--- src/rtl/occamy_regbus_arbiter.sv ---
// occamy_regbus_arbiter
// Round-robin arbiter sharing one 32-bit regbus target between NumReq
// requesters. A grant is held until its transaction completes, then the
// priority pointer advances past the granted requester.
// Optional watchdog: define OCCAMY_REGBUS_ARB_TIMEOUT_EN to build it. The
// watchdog answers with an error when the target stalls for TimeoutCycles
// BUSY cycles. Without the macro, BUSY waits indefinitely.
module occamy_regbus_arbiter #(
  parameter int unsigned NumReq        = 4,
  parameter int unsigned AddrWidth     = 48,
  parameter int unsigned DataWidth     = 32,
  parameter int unsigned TimeoutCycles = 1024
) (
  input  logic                            clk_i,
  input  logic                            rst_i,
  input  logic [NumReq-1:0]               req_valid_i,
  input  logic [NumReq*AddrWidth-1:0]     req_addr_i,
  input  logic [NumReq-1:0]               req_write_i,
  input  logic [NumReq*DataWidth-1:0]     req_wdata_i,
  input  logic [NumReq*DataWidth/8-1:0]   req_wstrb_i,
  output logic [NumReq-1:0]               req_ready_o,
  output logic [DataWidth-1:0]            req_rdata_o,
  output logic                            req_error_o,
  output logic                            tgt_valid_o,
  output logic [AddrWidth-1:0]            tgt_addr_o,
  output logic                            tgt_write_o,
  output logic [DataWidth-1:0]            tgt_wdata_o,
  output logic [DataWidth/8-1:0]          tgt_wstrb_o,
  input  logic                            tgt_ready_i,
  input  logic [DataWidth-1:0]            tgt_rdata_i,
  input  logic                            tgt_error_i,
  output logic [$clog2(NumReq)-1:0]       gnt_idx_o,
  output logic                            busy_o,
  output logic                            timeout_o
);

  localparam int unsigned IdxW  = $clog2(NumReq);
  localparam int unsigned StrbW = DataWidth / 8;

  typedef enum logic {
    ST_IDLE,
    ST_BUSY
  } state_e;

  state_e          r_state;
  state_e          w_state_next;
  logic [IdxW-1:0] r_ptr;
  logic [IdxW-1:0] w_ptr_next;
  logic [IdxW-1:0] r_gnt;
  logic [IdxW-1:0] w_gnt_next;
  logic [IdxW-1:0] w_pick;
  logic [IdxW-1:0] w_gnt_inc;
  logic            w_any_valid;
  logic            w_busy;
  logic            w_gnt_valid;
  logic            w_handshake;
  logic            w_timeout;
  logic            w_enter_busy;

  // Reject configurations the arbiter cannot support.
  if (NumReq < 2 || TimeoutCycles < 2) begin : g_bad_cfg
    $error("occamy_regbus_arbiter: NumReq and TimeoutCycles must both be >= 2");
  end

  // (base + off) mod NumReq; base < NumReq and off < NumReq, so one wrap suffices.
  function automatic logic [IdxW-1:0] rr_idx(input logic [IdxW-1:0] base,
                                             input int unsigned   off);
    int unsigned sum;
    sum = 32'(base) + off;
    if (sum >= NumReq) sum = sum - NumReq;
    return IdxW'(sum);
  endfunction

  assign w_busy      = (r_state == ST_BUSY);
  assign w_gnt_valid = req_valid_i[r_gnt];
  assign w_handshake = w_busy & w_gnt_valid & tgt_ready_i;
  assign w_gnt_inc   = rr_idx(r_gnt, 1);

  // Pick the first valid requester at or after the priority pointer.
  always_comb begin
    // NOTE: every variable gets a default before any branch, so no latch is inferred.
    w_any_valid = 1'b0;
    w_pick      = '0;
    for (int unsigned k = 0; k < NumReq; k++) begin
      if (!w_any_valid && req_valid_i[rr_idx(r_ptr, k)]) begin
        w_any_valid = 1'b1;
        w_pick      = rr_idx(r_ptr, k);
      end
    end
  end

`ifdef OCCAMY_REGBUS_ARB_TIMEOUT_EN
  localparam int unsigned CntW = $clog2(TimeoutCycles + 1);
  logic [CntW-1:0] r_wdog_cnt;

  // Count BUSY cycles without a handshake; restart on every new grant.
  always_ff @(posedge clk_i) begin
    if (rst_i) begin
      r_wdog_cnt <= '0;
    end else if (w_enter_busy) begin
      r_wdog_cnt <= '0;
    end else if (w_busy && !w_handshake) begin
      r_wdog_cnt <= r_wdog_cnt + 1'b1;
    end
  end

  // A handshake in the firing cycle wins over the watchdog.
  assign w_timeout = w_busy & w_gnt_valid & ~tgt_ready_i &
                     (r_wdog_cnt == CntW'(TimeoutCycles - 1));
`else
  assign w_timeout = 1'b0;
`endif

  // Next-state logic: grant from IDLE, release on handshake, drop or timeout.
  always_comb begin
    w_state_next = r_state;
    w_ptr_next   = r_ptr;
    w_gnt_next   = r_gnt;
    w_enter_busy = 1'b0;
    case (r_state)
      ST_IDLE: begin
        if (w_any_valid) begin
          w_state_next = ST_BUSY;
          w_gnt_next   = w_pick;
          w_enter_busy = 1'b1;
        end
      end
      ST_BUSY: begin
        if (w_handshake || !w_gnt_valid || w_timeout) begin
          w_state_next = ST_IDLE;
          w_ptr_next   = w_gnt_inc;
        end
      end
      default: w_state_next = ST_IDLE;
    endcase
  end

  // State, pointer and grant registers.
  always_ff @(posedge clk_i) begin
    // NOTE: sequential state uses non-blocking assignments so all registers update together.
    if (rst_i) begin
      r_state <= ST_IDLE;
      r_ptr   <= '0;
      r_gnt   <= '0;
    end else begin
      r_state <= w_state_next;
      r_ptr   <= w_ptr_next;
      r_gnt   <= w_gnt_next;
    end
  end

  // Response path: only the granted requester sees ready; data is zero otherwise.
  always_comb begin
    req_ready_o = '0;
    req_rdata_o = '0;
    req_error_o = 1'b0;
    if (w_handshake) begin
      req_ready_o[r_gnt] = 1'b1;
      req_rdata_o        = tgt_rdata_i;
      req_error_o        = tgt_error_i;
    end else if (w_timeout) begin
      req_ready_o[r_gnt] = 1'b1;
      req_error_o        = 1'b1;
    end
  end

  // Request path: live mux of the granted slice, forced to zero outside BUSY.
  assign tgt_valid_o = w_busy & w_gnt_valid;
  assign tgt_addr_o  = w_busy ? req_addr_i[r_gnt*AddrWidth +: AddrWidth] : '0;
  assign tgt_write_o = w_busy & req_write_i[r_gnt];
  assign tgt_wdata_o = w_busy ? req_wdata_i[r_gnt*DataWidth +: DataWidth] : '0;
  assign tgt_wstrb_o = w_busy ? req_wstrb_i[r_gnt*StrbW +: StrbW] : '0;

  assign gnt_idx_o = r_gnt;
  assign busy_o    = w_busy;
  assign timeout_o = w_timeout;

endmodule

--- config.mk ---
export PLATFORM = sky130hd
export DESIGN_NAME = occamy_regbus_arbiter
export DESIGN_NICKNAME = d
export VERILOG_FILES = /design/src/rtl/occamy_regbus_arbiter.sv
export SDC_FILE = /design/constraint.sdc
export NUM_CORES = 1
export LEC_CHECK = 0
export BUFFER_PORTS_ARGS = -buffer_cell sky130_fd_sc_hd__buf_2
export CORE_AREA = 4 4 193 195
export CTS_CLUSTER_DIAMETER = 80
export DETAILED_ROUTE_END_ITERATION = 16
export DIE_AREA = 0 0 197 199
export GPL_ROUTABILITY_DRIVEN = 0
export RECOVER_POWER = 50
export SLEW_MARGIN = 20
export SYNTH_ARGS = -nofsm -noshare
export SYNTH_HDL_FRONTEND = slang
export SYNTH_SLANG_ARGS = --single-unit
export TNS_END_PERCENT = 20
--- constraint.sdc ---
create_clock -name clk_i -period 4.4 [get_ports clk_i]
set_clock_uncertainty 0.1 [all_clocks]
set_input_delay 0.22 -clock clk_i [delete_from_list [all_inputs] [get_ports clk_i]]
set_output_delay 0.22 -clock clk_i [all_outputs]
set_load 0.05 [all_outputs]
# == Word level (Yosys, flattened, before mapping) ==
# Cells that the tools add are included.
# op_classes
add_sub_neg,9
mul,1
n_lt_le_gt_ge,11
n_shift,3
muxes,36
bitwise_logic,4
n_reduce_logical,11
# op_table
op,n
variable part select 192 x 9 -> 48 bit,1
variable part select 128 x 8 -> 32 bit,1
2-to-1 mux 32 bit,2
2-to-1 mux 48 bit,1
2-to-1 mux 2 bit,9
variable part select 16 x 5 -> 4 bit,1
< comparator 2 x 3 -> 1 bit (second input constant),5
2-to-1 mux 1 bit,14
binary-select mux 1 bit (select 2 bit),6
>= comparator 3 bit (second input constant),4
subtractor 2 x 1 -> 2 bit (second input constant),5
2-to-1 mux 4 bit,2
adder 2 x 1 -> 3 bit (second input constant),2
adder 2 x 2 -> 3 bit (second input constant),2
logical AND 1 bit,4
zero test 1 bit,4
multiplier 2 x 2 -> 4 bit (second input constant),1
AND reduction 2 bit,2
bitwise AND 1 bit,3
>= comparator 2 x 3 -> 1 bit (second input constant),1
demux 1 bit (select 2 bit),1
>= comparator 2 x 1 -> 1 bit (second input constant),1
case mux 1 bit (2 select lines),1
logical OR 1 bit,1
NOT 1 bit,1
# word_totals
reg_bits,5
inputBits,380
out_inout_bits,127
word_cells,78

# == Longest topological paths before layout ==
# Gate-level depths: netlist of run 1.
# logic_depth
depth_word,16
depth_mapped,7
mapped_depth_nobuf,4

# == Worst setup path after synthesis of run 1 ==
# Ideal clock, no wire load.
# synth_path
kind,flip-flop to output port
start,register r_gnt[0] (netlist: gnt_idx_o[0])
end,output port req_ready_o[3]
arrival_time_ns,2.139
required_time_ns,4.080
path_slack_ns,1.941
stages_incl_launch_ff,5
n_path_buf,1
cell_sequence,dfxtp_1 buf_6 mux4_2 and2_1 and3_1
# synth_via
elab_chain_cells,5
word_cells_on_any_way,10
cone_classes,order compare: 2; mux: 5; bitwise: 2; reduce/logical: 1
# synth_lines
element,line_no,source
"start, declared",49,logic [IdxW-1:0] r_gnt;
"start signal, assigned",148,r_gnt <= w_gnt_next;
binary-select mux 1 bit (select 2 bit),75,assign w_gnt_valid = req_valid_i[r_gnt];
2-to-1 mux 1 bit (not written as such),75,
bitwise AND 1 bit,-,
net tgt_valid_o,24,"output logic tgt_valid_o,"
bitwise AND 1 bit,76,assign w_handshake = w_busy & w_gnt_valid & tgt_ready_i;
2-to-1 mux 4 bit,157,if (w_handshake) begin
"end, declared",21,"output logic [NumReq-1:0] req_ready_o,"
# The timed path passes the listed nets, and every way through them passes these cells. The select of a mux whose other input is x is not followed.

# == Worst setup path in the final report of run 1 ==
# layout_path
start,register r_gnt[0] (netlist: gnt_idx_o[0])
end,output port tgt_wdata_o[7]
# layout_via
elab_chain_cells,2
# layout_lines
element,line_no,source
variable part select 128 x 8 -> 32 bit,171,assign tgt_wdata_o = w_busy ? req_wdata_i[r_gnt*DataWidth +: DataWidth] : '0;
2-to-1 mux 32 bit,171,
"end, declared",27,"output logic [DataWidth-1:0] tgt_wdata_o,"
# No other way between the ends.

==> run summary, run 1 <==
Result of the run = finished with violations
Violated checks = capacitance limit, slew limit
Number of warnings printed during yosys synthesis = 0
Detailed-route wire length per cell = 16.00 um
Count of routing violations after the opening detailed-route iteration = 126
Post-detailed-routing wire length = 19640 um
Final HPWL DP = 17500 um
Path type of the worst min-delay path = input pin to flop
Cell count after synthesis = 285
Maximum number of pins on one net before global-route repair = 54
Root Driver = clkbuf_16
Number of I/O pins = 507
Fill cell instance count of the final layout = 4032
Post-CTS Setup Bufs = 0
Cell types with the largest area share after synthesis = mux4_2 (60%), and2_1 (24%), dfxtp_1 (3.1%)
Die ar. = 0.03920 mm^2
Worst Hold Slack = 0.1201 ns
Seq cells post-synth = 5
RSZ-0062 raised after global routing = no
Number of buffers inserted by hold repair at cts = 0
DRC violation count after routing = 0
Number of antenna violations at the first check in global routing = 5
Number of buffers inserted during clock tree synthesis = 3
Number of global-route vias before repair = 4761
Transition time of the tightest slew-check pin = 1.787 ns
Peak supply drop = 0.0001044 V
Top library cells by usage in the layout, fill and taps aside = buf_2 (480), and2_1 (122), mux4_2 (86)
Top-area cell type share of the netlist area = 0.5968
Clock latency at the later pin of the worst-skew pair = 0.23 ns
Maximum achievable frequency = 289.5 MHz
Critical path startpoint category = flop
Max-slew headroom at the worst pin = -0.1913
Count of different cell masters after synthesis = 22
Overall die height = 199 um
Commonest register cell after synthesis = dfxtp_1
Fraction of layout instances using a drive strength above 1 = 0.7539
First-pass detailed-route iteration total = 4
Via density per instance = 3.712
Initial cell density of the core = 0.09169
Required arrival time at the worst endpoint = 4.08 ns
Congestion Overflow GR = 0
Reported max-cap violation count = 2
CTS tree = built
Number of enable flip-flop cells after synthesis = 0
Kind of critical path = flop to primary output
Proportion of register bits with asynchronous set or reset after synthesis = 0
Die width = 197 um
Sum of negative setup slack = 0 ns
H-Tree Depth = 1
Via total after detailed routing = 4555
Final critical-path share of the clock period = 0.7852
Wire length of the first global-routing pass = 27100 um
Final setup violation count = 0
Sequential cell area fraction in the yosys report = 0.03084
Number of instances resized during post-cts repair = 0
Category of the worst setup path capture point = primary output
Floorplan Core Area = 0.03540 mm^2
Final hold violation count = 0
Netlist area before placement = 0.003246 mm^2
Final core area utilization = 0.1768
Leakage power total = 0.003064 uW
Total nets after synthesis = 669
Most common cell after layout, fill and taps aside = buf_2
Clock transition at path regs = 0.03 ns
Clock buffer depth = 2
Synth-to-layout area growth = 92.83%
Count of antenna-violating nets left after detailed routing = 0
Worst EP arrival = 3.13 ns
Final slew viol count = 101
Critical path fanouts, max = 50
Final critical delay including setup and external delays = 3.455 ns
Synthesized area per cell = 11.39 um^2
Total clock sinks = 5
Total power per unit cell area = 174.4 mW/mm^2
Largest area contributor in the netlist = mux4_2
Count of buffers from port buffering = 505
Worst reg-to-reg setup slack = 1.61 ns
Overall Global Routing Usage = 0.08824
Placement Rows = 69
Fin nets = 1149
through the flow:
step                      setup WS, ns  instances  area [um^2]  power (uW)
after floorplan                  1.941        285         3246       657.4
after detailed placement         1.796       1221         6222       961.8
final                           0.9453       1227         6259        1092
after CTS                        1.556       1225         6301        1117
after global routing            0.6615       1226         6256        1160
after global placement           1.891       1221         6222       953.9
area by class of cell:
class	instances	area [um^2]	share of cell area
inverters	4	15.01	0.002399
diodes	2	5.005	0.0007997
flip-flops and latches	5	107.6	0.01719
multi-input cells	242	2939	0.4696
well taps	461	576.8	0.09216
repair buffers	509	2536	0.4052
clock buffers	4	78.83	0.01259
final timing paths:
check / end / startpoint / cells after the start
max: tgt_wdata_o[7] / gnt_idx_o[0] / 4
min: gnt_idx_o[1] / rst_i / 2
max reg2reg: r_ptr[1] / gnt_idx_o[0] / 5
min reg2reg: r_ptr[0] / r_ptr[0] / 2
cell usage after synthesis, types with 2 or more instances:
cell type,count
and2_1,122
mux4_2,86
buf_2,12
clkbuf_1,10
a21oi_1,6
buf_6,5
dfxtp_1,5
mux2i_1,5
buf_1,4
ha_1,4
inv_1,4
nor2_1,4
buf_4,3
nand2_1,3
nand2b_1,3
and3_1,2
o221ai_1,2
power by group:
part	switching (uW)	internal [uW]	total (uW)
clock	28.9	120	149
combinational	499	369	868
sequential	25.8	49.4	75.2
state kept, by name, summed over array words and instances, names as in the netlist:
| name | cells |
|---|---|
| busy_o | 1 |
| r_ptr | 2 |
| gnt_idx_o | 2 |
critical path, cell delays in order (launching register included):
cell and delay (ns):
dfxtp_4 0.44, clkbuf_2 1.27, mux4_2 0.63, and2_1 0.17
clkbuf_1 0.29
cells by family after synthesis:
logic type                 synth area share
muxes                                0.6122
AOI/OAI and AO/OA                   0.01966
DFF                                 0.03084
buffers and inverters               0.06361
adders and majority gates           0.01542
other                              0.001155
and+or+nand+nor                      0.2571
per-layer routing:
layer / global-route usage / vias to the layer above / wire (um)
li1: - / 2063 / -
met1: 0.09229 / 2133 / 6498
met2: 0.1781 / 341 / 10660
met3: 0.02287 / 18 / 2226
met4: 0.01438 / 0 / 248
met5: 0 / - / 0
Power figures use the tool's default switching activity.
==> run 2, diff against run 1 <==
Clock period 4.4 ns to 3.5 ns, I/O delays scaled along.
==> run 2 against run 1 <==
The run ends with capacitance limit left. First-iteration DRC count increased by 29%. Routed wire length increased by 1.0%. Worst hold slack lost 0.045 ns. Total power increased by 26%. Sequential share of layout area hardly changed. Final area about the same. Register-to-register slack worse by 0.53 ns. Combinational power up 29%. Critical endpoint is now tgt_addr_o[39]. Largest power group unchanged.
==> run summary, run 2 (same netlist as run 1, synthesis figures left out) <==
Reported max-cap violation count = 1 (was 2)
Required arrival time at the worst endpoint = 3.22 ns (was 4.08 ns)
Die width = 197 um (unchanged)
Die ar. = 0.03920 mm^2 (unchanged)
Setup slack after layout = 0.5152 ns (was 0.9453 ns)
Floorplan Core Area = 0.03540 mm^2 (unchanged)
DRC violation count after routing = 0 (unchanged)
Fraction of layout instances using a drive strength above 1 = 0.7435 (was 0.7539)
Number of buffers inserted by hold repair at cts = 0 (unchanged)
Maximum achievable frequency = 335.0 MHz
First-pass detailed-route iteration total = 4 (unchanged)
Detailed-route wire length per cell = 16.14 um (was 16.00 um)
Final instance area = 0.006254 mm^2 (was 0.006259 mm^2)
Root Driver = clkbuf_16 (unchanged)
Number of I/O pins = 507 (unchanged)
Total power per unit cell area = 220.5 mW/mm^2 (was 174.4 mW/mm^2)
Total clock sinks = 5 (unchanged)
Max-slew headroom at the worst pin = 0.001572 (was -0.1913)
Number of antenna violations at the first check in global routing = 4 (was 5)
Category of the worst setup path capture point = primary output (unchanged)
Count of buffers from port buffering = 505 (unchanged)
Count of antenna-violating nets left after detailed routing = 0 (unchanged)
Worst Hold Slack = 0.07494 ns (was 0.1201 ns)
Leakage power total = 0.003032 uW (was 0.003064 uW)
Sum of negative setup slack = 0 ns (unchanged)
Most common cell after layout, fill and taps aside = buf_2 (unchanged)
Initial cell density of the core = 0.09169 (unchanged)
Synth-to-layout area growth = 92.68% (was 92.83%)
Fin nets = 1149 (unchanged)
Number of instances resized during post-cts repair = 0 (unchanged)
Final hold violation count = 0 (unchanged)
Clock latency at the later pin of the worst-skew pair = 0.23 ns (about the same)
Top library cells by usage in the layout, fill and taps aside = buf_2 (472), and2_1 (122), mux4_2 (86) (was buf_2 (480), and2_1 (122), mux4_2 (86))
Count of routing violations after the opening detailed-route iteration = 162 (was 126)
Post-place setup slack = 1.249 ns (was 1.796 ns)
Via density per instance = 3.705 (was 3.712)
Number of global-route vias before repair = 4857 (was 4761)
Violated checks = capacitance limit (was capacitance limit, slew limit)
Maximum number of pins on one net before global-route repair = 93 (was 54)
Placement Rows = 69 (unchanged)
Post-CTS Setup Bufs = 0 (unchanged)
Post-Route M1 WL = 6787 um (was 6498 um)
Final critical delay including setup and external delays = 2.985 ns
Sum of met3 wire segment lengths after detailed routing = 2018 um (was 2226 um)
Critical path fanouts, max = 92 (was 50)
Wire length of the first global-routing pass = 27110 um (was 27100 um)
Final slew viol count = 0 (was 101)
Peak supply drop = 0.0001128 V (was 0.0001044 V)
Worst EP arrival = 2.71 ns (was 3.13 ns)
Number of buffers inserted during clock tree synthesis = 3 (unchanged)
Routed met2 length = 10460 um (was 10660 um)
Placement Cell Area = 0.006222 mm^2 (unchanged)
Final critical-path share of the clock period = 0.8528
Clock transition at path regs = 0.03 ns (about the same)
Post-detailed-routing wire length = 19840 um (was 19640 um)
Transition time of the tightest slew-check pin = 1.498 ns (was 1.787 ns)
Max layer used = met4 (unchanged)
Via total after detailed routing = 4554 (was 4555)
Result of the run = finished with violations (unchanged)
Final HPWL DP = 17590 um (was 17500 um)
Path type of the worst min-delay path = input pin to flop (unchanged)
Overall Global Routing Usage = 0.08862 (was 0.08824)
Congestion Overflow GR = 0 (unchanged)
Overall die height = 199 um (unchanged)
H-Tree Depth = 1 (unchanged)
CTS tree = built (unchanged)
Final setup violation count = 0 (unchanged)
Final core area utilization = 0.1767 (was 0.1768)
Critical path startpoint category = flop (unchanged)
RSZ-0062 raised after global routing = no (unchanged)
Kind of critical path = flop to primary output (unchanged)
Clock buffer depth = 2 (unchanged)
[run 2: routing by layer]
| layer | global-route usage | vias up |
|---|---|---|
| met5 | 0 | - |
| met4 | 0.03005 | 0 |
| met3 | 0.02134 | 18 |
| met2 | 0.1698 | 336 |
| met1 | 0.09474 | 2130 |
| li1 | - | 2070 |
[run 2: worst paths after layout]
| path | startpoint | end | slack, ns | depth (start not counted) |
|---|---|---|---|---|
| worst min-delay path | rst_i | gnt_idx_o[1] | 0.07 | 2 |
| worst max register to register | busy_o | gnt_idx_o[0] | 1.08 | 5 |
| worst min register to register | r_ptr[0] | r_ptr[0] | 0.44 | 2 |
| worst max-delay path | gnt_idx_o[1] | tgt_addr_o[39] | 0.52 | 4 |
[run 2: cell type report]
cell class,instances,area (um^2)
Timing Repair Buffer,509,2526
Clock buffer,4,78.83
Fill cell,4041,29140
Inverter,4,15.01
Sequential cell,5,107.6
Antenna cell,4,10.01
Tap cell,461,576.8
Multi-Input combinational cell,242,2939
[run 2: where the power goes]
group	switching [uW]	internal, uW
clock network	37.5	151
logic	659	465
registers	4.51	62.0
total	701	678
[run 2: worst max-delay path, cell delays in order (launching register included)]
cell	delay, ns
dfxtp_4	0.34
clkbuf_4	1.00
mux4_2	0.40
and2_1	0.12
clkbuf_1	0.50
[run 2: stage by stage]
stage	power [uW]	cells
2_1_floorplan	826.5	285
3_3_place_gp	1199	1221
3_5_place_dp	1211	1221
4_1_cts	1404	1225
5_1_grt	1460	1227
6_report	1379	1229
==> run 3, diff against run 2 <==
Settings changed: BUFFER_PORTS_ARGS -buffer_cell sky130_fd_sc_hd__buf_2 to not set, CORE_AREA 4 4 193 195 to 4 4 197 199, CTS_CLUSTER_SIZE set to 12, DIE_AREA 0 0 197 199 to 0 0 201 203, DONT_BUFFER_PORTS set to 1.
==> run 3 against run 2 <==
The flow now finishes without violations. Core utilization down 7.5 points. Clock power about the same. Total power shrank 23%. Critical path depth decreased by 1. Via count down 41%.
==> run summary, run 3 (same netlist as run 1, synthesis figures left out) <==
Clock buffer depth = 2 (unchanged)
DRC violation count after routing = 0 (unchanged)
Initial cell density of the core = 0.08720 (was 0.09169)
Overall power after layout = 1057 uW (was 1379 uW)
Maximum achievable frequency = 322.6 MHz (was 335.0 MHz)
Non-filler instance count after layout = 741 (was 1229)
H-Tree Depth = 1 (unchanged)
Post-CTS Setup Bufs = 0 (unchanged)
Number of buffers inserted by hold repair at cts = 1 (was 0)
Kind of critical path = flop to primary output (unchanged)
Congestion Overflow GR = 0 (unchanged)
Via density per instance = 3.646 (was 3.705)
Number of I/O pins = 507 (unchanged)
Number of instances resized during post-cts repair = 0 (unchanged)
Category of the worst setup path capture point = primary output (unchanged)
Count of antenna-violating nets left after detailed routing = 0 (unchanged)
Number of global-route vias before repair = 2804 (was 4857)
Total clock sinks = 5 (unchanged)
Leakage power total = 0.0009770 uW (was 0.003032 uW)
Final hold violation count = 0 (unchanged)
Maximum number of pins on one net before global-route repair = 91 (was 93)
Path type of the worst min-delay path = input pin to flop (unchanged)
Sum of negative setup slack = 0 ns (unchanged)
Synth-to-layout area growth = 16.85% (was 92.68%)
Number of buffers inserted during clock tree synthesis = 3 (unchanged)
Floorplan Core Area = 0.03722 mm^2 (was 0.03540 mm^2)
Levels on crit path = 3 (was 4)
Reported max-cap violation count = 0 (was 1)
CTS tree = built (unchanged)
Critical path startpoint category = flop (unchanged)
Overall die height = 203 um (was 199 um)
Final HPWL DP = 14960 um (was 17590 um)
Count of buffers from port buffering = 0 (was 505)
Post-detailed-routing wire length = 16600 um (was 19840 um)
Number of antenna violations at the first check in global routing = 15 (was 4)
First-pass detailed-route iteration total = 4 (unchanged)
Total buffers and inverters traversed by the critical path = 1 (was 2)
Final core area utilization = 0.1019 (was 0.1767)
Final slew viol count = 0 (unchanged)
Die width = 201 um (was 197 um)
Cell depth of the worst min-delay path = 2 (unchanged)
Root Driver = clkbuf_16 (unchanged)
Worst reg-to-reg setup slack = 1.38 ns (was 1.08 ns)
Die ar. = 0.04080 mm^2 (was 0.03920 mm^2)
Cell class contributing the biggest share of worst-path delay = buffers and inverters (unchanged)
Clock latency at the later pin of the worst-skew pair = 0.23 ns (about the same)
Final critical-path share of the clock period = 0.8856 (was 0.8528)
Wire length of the first global-routing pass = 20510 um (was 27110 um)
Count of routing violations after the opening detailed-route iteration = 100 (was 162)
Final critical delay including setup and external delays = 3.100 ns (was 2.985 ns)
Total power per unit cell area = 278.7 mW/mm^2 (was 220.5 mW/mm^2)
Detailed-route wire length per cell = 22.40 um (was 16.14 um)
Max-slew headroom at the worst pin = 0.2960 (was 0.001572)
Most common cell after layout, fill and taps aside = mux4_2 (was buf_2)
Slowest-stage cell, CP = clkbuf_4 (unchanged)
Peak supply drop = 0.0001348 V (was 0.0001128 V)
Required arrival time at the worst endpoint = 3.22 ns (about the same)
Result of the run = completed (was finished with violations)
Worst Hold Slack = 0.02842 ns (was 0.07494 ns)
Top library cells by usage in the layout, fill and taps aside = mux4_2 (86), and2_1 (73), and2_0 (49) (was buf_2 (472), and2_1 (122), mux4_2 (86))
Worst EP arrival = 2.82 ns (was 2.71 ns)
Final setup violation count = 0 (unchanged)
Fin nets = 645 (was 1149)
Ordered cell list for the critical path = clkbuf_4 > mux4_2 > and2_0 (was clkbuf_4 > mux4_2 > and2_1 > clkbuf_1)
Overall Global Routing Usage = 0.06887 (was 0.08862)
Fraction of layout instances using a drive strength above 1 = 0.3731 (was 0.7435)
Placement Rows = 71 (was 69)
Clock transition at path regs = 0.03 ns (about the same)
Delay of the slowest cell on the worst path = 0.86 ns (was 1.00 ns)
RSZ-0062 raised after global routing = no (unchanged)
Transition time of the tightest slew-check pin = 1.056 ns (was 1.498 ns)
DP Cell Count = 729 (was 1221)
Critical path fanouts, max = 49 (was 92)
Via total after detailed routing = 2702 (was 4554)
Worst reg-to-reg path cell count = 4 (was 5)
## run 3: cell types whose count changed in the layout (fill, tap and decap cells not counted), moves of 3 or more
cell / before / now
and2_0: 0 / 49
and2_1: 122 / 73
buf_2: 472 / 0
clkbuf_1: 34 / 1
diode_2: 4 / 7
## run 3: power breakdown
part	internal [uW]	leakage [uW]	switching (uW)	total [uW]
sequential	62.2	0.0000431	47.7	110
combinational	251	0.000896	510	761
clock	151	0.0000382	35.6	186
total	464	0.000977	593	1060
## run 3: final timing paths
kind,start,end
setup / recovery,gnt_idx_o[0],tgt_addr_o[27]
hold / removal,tgt_ready_i,busy_o
setup reg to reg,gnt_idx_o[0],busy_o
hold reg to reg,r_ptr[0],r_ptr[0]
## run 3: stage by stage
| stage | setup WS (ns) | instance area (um^2) |
|---|---|---|
| final | 0.4005 | 3792 |
| after global routing | 0.1951 | 3785 |
| after CTS | 0.6795 | 3790 |
| after detailed placement | 0.9113 | 3701 |
| after global placement | 1.016 | 3701 |
| after floorplan | 1.086 | 3246 |
## run 3: layer usage
metal  vias to the layer above  wire length, um  part of all wire  GRT usage
met5                         -               69            0.0042          0
met4                        10              306             0.018    0.01401
met3                        34             2229              0.13    0.03338
met2                       307             8765              0.53     0.1281
met1                      1290             5231              0.32    0.07024
li1                       1061                -                 -          -
## run 3: area by class of cell
type,instances,area (um^2)
tap,474,593.1
timing repair buffer,5,37.54
antenna,7,17.52
sequential,5,111.4
inverter,4,15.01
fill,4189,33430
multi-input combinational,242,2939
clock buffer,4,78.83
## run 3: worst reg2reg max path: stages, from the launching register on
cell,delay (ns)
dfxtp_4,0.57
mux4_2,0.56
and2_0,0.47
nand2b_1,0.20
a21oi_1,0.08
